==> src/rtl/RISCV_pkg.sv <==
// Shared types and encodings for the RV32I multi-cycle control unit.
// Used by multicycle_ctrl and instr_class_decode.
package RISCV_pkg;

  typedef enum logic [2:0] {
    RST_S,
    FETCH,
    DECODE,
    EXECUTE,
    MEM,
    WB,
    HALT,
    TRAP
  } ctrl_state_t;

  typedef enum logic [2:0] {
    CLS_R,
    CLS_I_ALU,
    CLS_LOAD,
    CLS_STORE,
    CLS_BRANCH,
    CLS_JAL,
    CLS_ILLEGAL
  } instr_class_t;

  localparam logic [6:0] OPC_R      = 7'b0110011;
  localparam logic [6:0] OPC_I_ALU  = 7'b0010011;
  localparam logic [6:0] OPC_LOAD   = 7'b0000011;
  localparam logic [6:0] OPC_STORE  = 7'b0100011;
  localparam logic [6:0] OPC_BRANCH = 7'b1100011;
  localparam logic [6:0] OPC_JAL    = 7'b1101111;

  localparam logic [2:0] F3_BEQ = 3'b000;
  localparam logic [2:0] F3_BNE = 3'b001;

  localparam logic [1:0] ALU_ADD   = 2'b00;
  localparam logic [1:0] ALU_SUB   = 2'b01;
  localparam logic [1:0] ALU_FUNCT = 2'b10;

  localparam logic [1:0] PC_PLUS4  = 2'b00;
  localparam logic [1:0] PC_BRANCH = 2'b01;
  localparam logic [1:0] PC_JAL    = 2'b10;

endpackage

==> src/rtl/instr_class_decode.sv <==
// Combinational opcode classifier: maps a 7-bit RV32I opcode onto the
// instruction classes the sequencer distinguishes.
module instr_class_decode
  import RISCV_pkg::*;
(
  input  logic [6:0]   opcode,
  output instr_class_t cls
);

  always_comb begin
    unique case (opcode)
      OPC_R:      cls = CLS_R;
      OPC_I_ALU:  cls = CLS_I_ALU;
      OPC_LOAD:   cls = CLS_LOAD;
      OPC_STORE:  cls = CLS_STORE;
      OPC_BRANCH: cls = CLS_BRANCH;
      OPC_JAL:    cls = CLS_JAL;
      default:    cls = CLS_ILLEGAL;
    endcase
  end

endmodule

==> src/rtl/multicycle_ctrl.sv <==
// Multi-cycle RV32I control sequencer with imem/dmem ready-ack handshakes.
// Optional `ILLEGAL_TRAP_EN: illegal opcodes enter a sticky TRAP state instead of retiring as NOPs.
module multicycle_ctrl
  import RISCV_pkg::*;
#(
  parameter int RETIRE_W = 32
) (
  input  logic                clk,
  input  logic                rst,
  input  logic [31:0]         instruction,
  input  logic                ALU_zero,
  input  logic                imem_ack,
  input  logic                dmem_ack,
  input  logic                halt_req,
  output logic                imem_req,
  output logic                ir_wr,
  output logic                pc_wr,
  output logic [1:0]          pc_src,
  output logic [1:0]          alu_op,
  output logic                alu_src,
  output logic                mem_rd,
  output logic                mem_wr,
  output logic                mem_reg,
  output logic                reg_wr,
  output logic                halted,
  output logic                trap,
  output logic [RETIRE_W-1:0] retired
);

  ctrl_state_t  state, state_nx;
  instr_class_t cls;
  logic [6:0]   opcode_q;
  logic [2:0]   funct3_q;
  // Set once a fetch request is outstanding, so a late halt_req cannot withdraw it.
  logic         fetch_busy;

  logic unused_instr;
  assign unused_instr = ^{instruction[31:15], instruction[11:7]};

  instr_class_decode u_decode (
    .opcode (opcode_q),
    .cls    (cls)
  );

  // NOTE: sequential state uses non-blocking assignments so every register
  // samples pre-edge values; all control registers are reset so outputs are
  // defined the instant rst asserts.
  always_ff @(posedge clk or posedge rst) begin
    if (rst) begin
      state      <= RST_S;
      fetch_busy <= 1'b0;
      opcode_q   <= '0;
      funct3_q   <= '0;
      retired    <= '0;
    end else begin
      state      <= state_nx;
      fetch_busy <= (state == FETCH) && imem_req && !imem_ack;
      if (ir_wr) begin
        opcode_q <= instruction[6:0];
        funct3_q <= instruction[14:12];
      end
      if (pc_wr) retired <= retired + RETIRE_W'(1);
    end
  end

  // NOTE: every output and the next state get a default first so no path
  // through the case leaves a signal unassigned and infers a latch.
  always_comb begin
    state_nx = state;
    imem_req = 1'b0;
    ir_wr    = 1'b0;
    pc_wr    = 1'b0;
    pc_src   = PC_PLUS4;
    alu_op   = ALU_ADD;
    alu_src  = 1'b0;
    mem_rd   = 1'b0;
    mem_wr   = 1'b0;
    mem_reg  = 1'b0;
    reg_wr   = 1'b0;
    halted   = 1'b0;

    unique case (state)
      RST_S: state_nx = FETCH;

      FETCH: begin
        if (!fetch_busy && halt_req) begin
          state_nx = HALT;
        end else begin
          imem_req = 1'b1;
          if (imem_ack) begin
            ir_wr    = 1'b1;
            state_nx = DECODE;
          end
        end
      end

      DECODE: begin
        if (cls == CLS_ILLEGAL) begin
`ifdef ILLEGAL_TRAP_EN
          state_nx = TRAP;
`else
          state_nx = WB;
`endif
        end else begin
          state_nx = EXECUTE;
        end
      end

      EXECUTE: begin
        unique case (cls)
          CLS_R: begin
            alu_op   = ALU_FUNCT;
            state_nx = WB;
          end
          CLS_I_ALU: begin
            alu_op   = ALU_FUNCT;
            alu_src  = 1'b1;
            state_nx = WB;
          end
          CLS_LOAD, CLS_STORE: begin
            alu_src  = 1'b1;
            state_nx = MEM;
          end
          CLS_BRANCH: begin
            alu_op = ALU_SUB;
            pc_wr  = 1'b1;
            if ((funct3_q == F3_BEQ && ALU_zero) || (funct3_q == F3_BNE && !ALU_zero))
              pc_src = PC_BRANCH;
            state_nx = FETCH;
          end
          CLS_JAL: begin
            reg_wr   = 1'b1;
            pc_wr    = 1'b1;
            pc_src   = PC_JAL;
            state_nx = FETCH;
          end
          default: state_nx = FETCH;
        endcase
      end

      MEM: begin
        alu_src = 1'b1;
        if (cls == CLS_LOAD) mem_rd = 1'b1;
        else                 mem_wr = 1'b1;
        if (dmem_ack) begin
          if (cls == CLS_LOAD) begin
            state_nx = WB;
          end else begin
            pc_wr    = 1'b1;
            state_nx = FETCH;
          end
        end
      end

      WB: begin
        reg_wr   = (cls != CLS_ILLEGAL);
        mem_reg  = (cls == CLS_LOAD);
        pc_wr    = 1'b1;
        state_nx = FETCH;
      end

      HALT: begin
        halted = 1'b1;
        if (!halt_req) state_nx = FETCH;
      end

      TRAP: state_nx = TRAP;

      default: state_nx = RST_S;
    endcase
  end

`ifdef ILLEGAL_TRAP_EN
  assign trap = (state == TRAP);
`else
  assign trap = 1'b0;
`endif

endmodule

==> config.mk <==
export PLATFORM = sky130hd
export DESIGN_NAME = multicycle_ctrl
export DESIGN_NICKNAME = d
export VERILOG_FILES = /design/src/rtl/RISCV_pkg.sv /design/src/rtl/instr_class_decode.sv /design/src/rtl/multicycle_ctrl.sv
export SDC_FILE = /design/constraint.sdc
export NUM_CORES = 1
export LEC_CHECK = 0
export CAP_MARGIN = 15
export CORE_MARGIN = 2
export CORE_UTILIZATION = 45
export DETAILED_ROUTE_END_ITERATION = 8
export PLACE_DENSITY = 0.87
export SETUP_SLACK_MARGIN = 0.05
export SYNTH_ARGS = -nofsm -noshare
export SYNTH_HDL_FRONTEND = slang
export SYNTH_SLANG_ARGS = --single-unit
==> constraint.sdc <==
create_clock -name clk -period 2.3 [get_ports clk]
set_input_delay 0.345 -clock clk [delete_from_list [all_inputs] [get_ports clk]]
set_output_delay 0.345 -clock clk [all_outputs]
set_load 0.02 [all_outputs]
==> flow_summary.ini <==
[status]
status = finished, final reports clean

[synthesis]
synth.avg_cell_area_sq_um = 10.24
syn-cell-area_sq_um = 2385
synthCells = 233
synth-seq-cells = 46
yosys_warnings = 0
synth-async-reset-ratio = 1.000
ys.flop_type = dfrtp_1
synth_edf_count = 0
synth_nets = 272
synth.distinct_cells = 39
seq_area_frac_synth = 0.4827

[global_routing]
grt-ovfl-total = 0
grt_pass1_wl_mm = 9.094
grt_max_degree = 25
antenna_found_initial = 0
grt_pass1_vias = 1915
grt_usage = 0.1939

[setup_path]
cp-start-kind = flop
crit_path_cell_trace = nor3_1 > buf_4 > nand2_1 > nor3_1 > dlygate4sd2_1
cp_max_fo = 5
crit_arrival_ns = 1.83
cpMaxStageDelayCell = dfrtp_1
crit_type = flop to output port
cp_top_family = simple AND/OR/NAND/NOR gates
max_stage_delay_ns = 0.44
reg2reg_setup_slack_ns = 0.27
cp.required_ns = 1.96
setup.worst_path.end_class = output port
path_buf_inv = 2
crit_top_cell = nor3_1

[route]
wl_mm = 5.490
wl_per_cell_um = 14.37
first_pass_iters = 4
top_layer_used = met4
wl_met2_mm = 2.748
drtIter0Drc = 121
final_antenna_net_count = 0
wl_met3_um = 244
vias_per_cell = 5.314
drc_errors = 0
wl_met1_mm = 2.396
num_vias = 2030

[timing]
hold-worst-slack_ns = 0.3697
finalSetupTns_ns = 0
drv_slew = 0
rsz0062_at_grt = yes
max_slew.worst_pin.slew_ns = 0.6115
finalClockSkew_ns = 0.005356
max_slew_margin = 0.5898
max_clock_freq_mhz = 459.0
setup_violations = 0
fin_crit_sh = 0.9471
hold_violations = 0
period_minus_slack_ns = 2.178

[pwr]
power_density_nw_per_um2 = 814.6
ir_drop_mv = 0.5918
finalPower_mw = 2.639
p_leak_nw = 1.541

[clocking]
clock_path_buffers = 2
cts_buffers = 5
clkSinkCount = 46
clkLatencyLatePin_ns = 0.30
clk_pin_slew_ns = 0.09
postCtsHoldBufs = 0
cts_root_buf = clkbuf_8
cts_tree = done
htree_levels = 2

[min_path]
hold_path.class = input port to asynchronous set/reset pin

[floorplan]
die_area_sq_um = 5897
die-height_um = 76.80
core.rowCount = 26
io_pins = 84
fp.dieW_um = 76.80
initial_core_util = 0.4669
placeableCoreArea_sq_um = 5107

[finish]
fin_cells = 382
fin_util = 0.6342
diodes = 0
nFillCells = 441
area_growth_pct = 35.83
drive_gt1_frac = 0.1667
layout.nets = 350

[placement]
io_buffers = 60
hpwl_mm = 4.107
placedCellCount = 371
place_congestion = 0.8623

[job]
maxCapViolations = 0
[sequential cells by signal, summed over array words and instances (netlist names)]
name	flops
retired	32
state	3
funct3_q	3
fetch_busy	1
opcode_q	7
[metrics by stage]
stage	worst slack (ns)	instance area (sq um)
after floorplan	0.06369	2391
after global placement	0.04469	3159
after detailed placement	0.04761	3159
after CTS	0.03184	3231
after global routing	-0.0005993	3239
final	0.1216	3239
[power breakdown]
group          total [mW]  internal [mW]  switching, mW
clock network       0.494          0.215          0.279
logic                1.04          0.499          0.539
registers            1.11          0.961          0.146
total                2.64           1.67          0.964
[cells in the mapped netlist, types with 2 or more instances]
master	count	area, sq um
mux2_2	10	112.6
dfrtp_1	46	1151
nand2_1	20	75.07
a21oi_1	2	10.01
o21ai_0	3	15.01
nor2b_1	5	31.28
clkbuf_1	5	18.77
xnor2_1	11	96.34
nor3_1	18	90.09
xor2_1	22	192.7
and3b_1	3	26.28
nor2_1	16	60.06
nand4_1	11	68.82
nand2b_1	5	31.28
and3_1	6	37.54
nor4_4	2	42.54
nor4_1	5	31.28
buf_2	2	10.01
nand3_1	15	75.07
inv_1	6	22.52
o221ai_1	2	17.52
[per-layer routing]
metal / vias up / global-route usage
met4: 0 / 0.08364
li1: 970 / -
met5: - / 0
met2: 57 / 0.3158
met3: 9 / 0.04000
met1: 994 / 0.2506
[cell families (layout without fill, tap and decap cells)]
| group | Yosys count | count (layout) | synth area share |
|---|---|---|---|
| other cells | 1 | 1 | 0.001572 |
| flops | 46 | 46 | 0.4827 |
| simple gates | 113 | 113 | 0.2692 |
| fa+ha+maj | 1 | 1 | 0.005246 |
| compound gates | 13 | 13 | 0.04198 |
| mux | 10 | 10 | 0.04722 |
| xor+xnor | 33 | 33 | 0.1212 |
| buf+inv | 16 | 95 | 0.03095 |
[cell type report]
type                            instances  area, sq um  area share
Clock inverter                          2        13.76    0.004249
Multi-Input combinational cell        171         1166      0.3600
Clock buffer                            6        72.57     0.02240
Inverter                                7        26.28    0.008111
Tap cell                               70        87.58     0.02704
Sequential cell                        46         1151      0.3553
Timing Repair Buffer                   80        721.9      0.2229
[worst paths after layout]
check,start,to,depth (start not counted)
max in group asynchronous,rst,retired[29],3
setup / recovery,opcode_q[2],mem_reg,5
min in group clk,retired[31],retired[31],1
hold reg to reg,retired[31],retired[31],1
hold / removal,rst,retired[0],2
setup reg to reg,opcode_q[4],retired[17],7
[repair_timing]
action / 4_1_cts / 5_1_grt
gates resized for setup: 12 / 12
gates cloned: 0 / 0
setup buffers: 0 / 3
endpoints found under the setup margin: 12 / 5
[layout by cell type (no fill, tap or decap), types with 2 or more instances in the layout]
master and count:
nor4_4 2, clkbuf_8 5, nor3_1 18, nand3_1 15
a21oi_1 2, nor2b_1 5, dfrtp_1 46, nand4_1 11
and3b_1 3, clkbuf_2 4, nor4_1 5, nor2_1 16
mux2_2 10, inv_1 5, o21ai_0 3, buf_4 20
nand2_1 20, xnor2_1 11, o221ai_1 2, xor2_1 22
dlygate4sd2_1 7, clkdlybuf4s50_1 48, nand2b_1 5, and3_1 6
No activity file was read; power rests on OpenSTA's default activity.
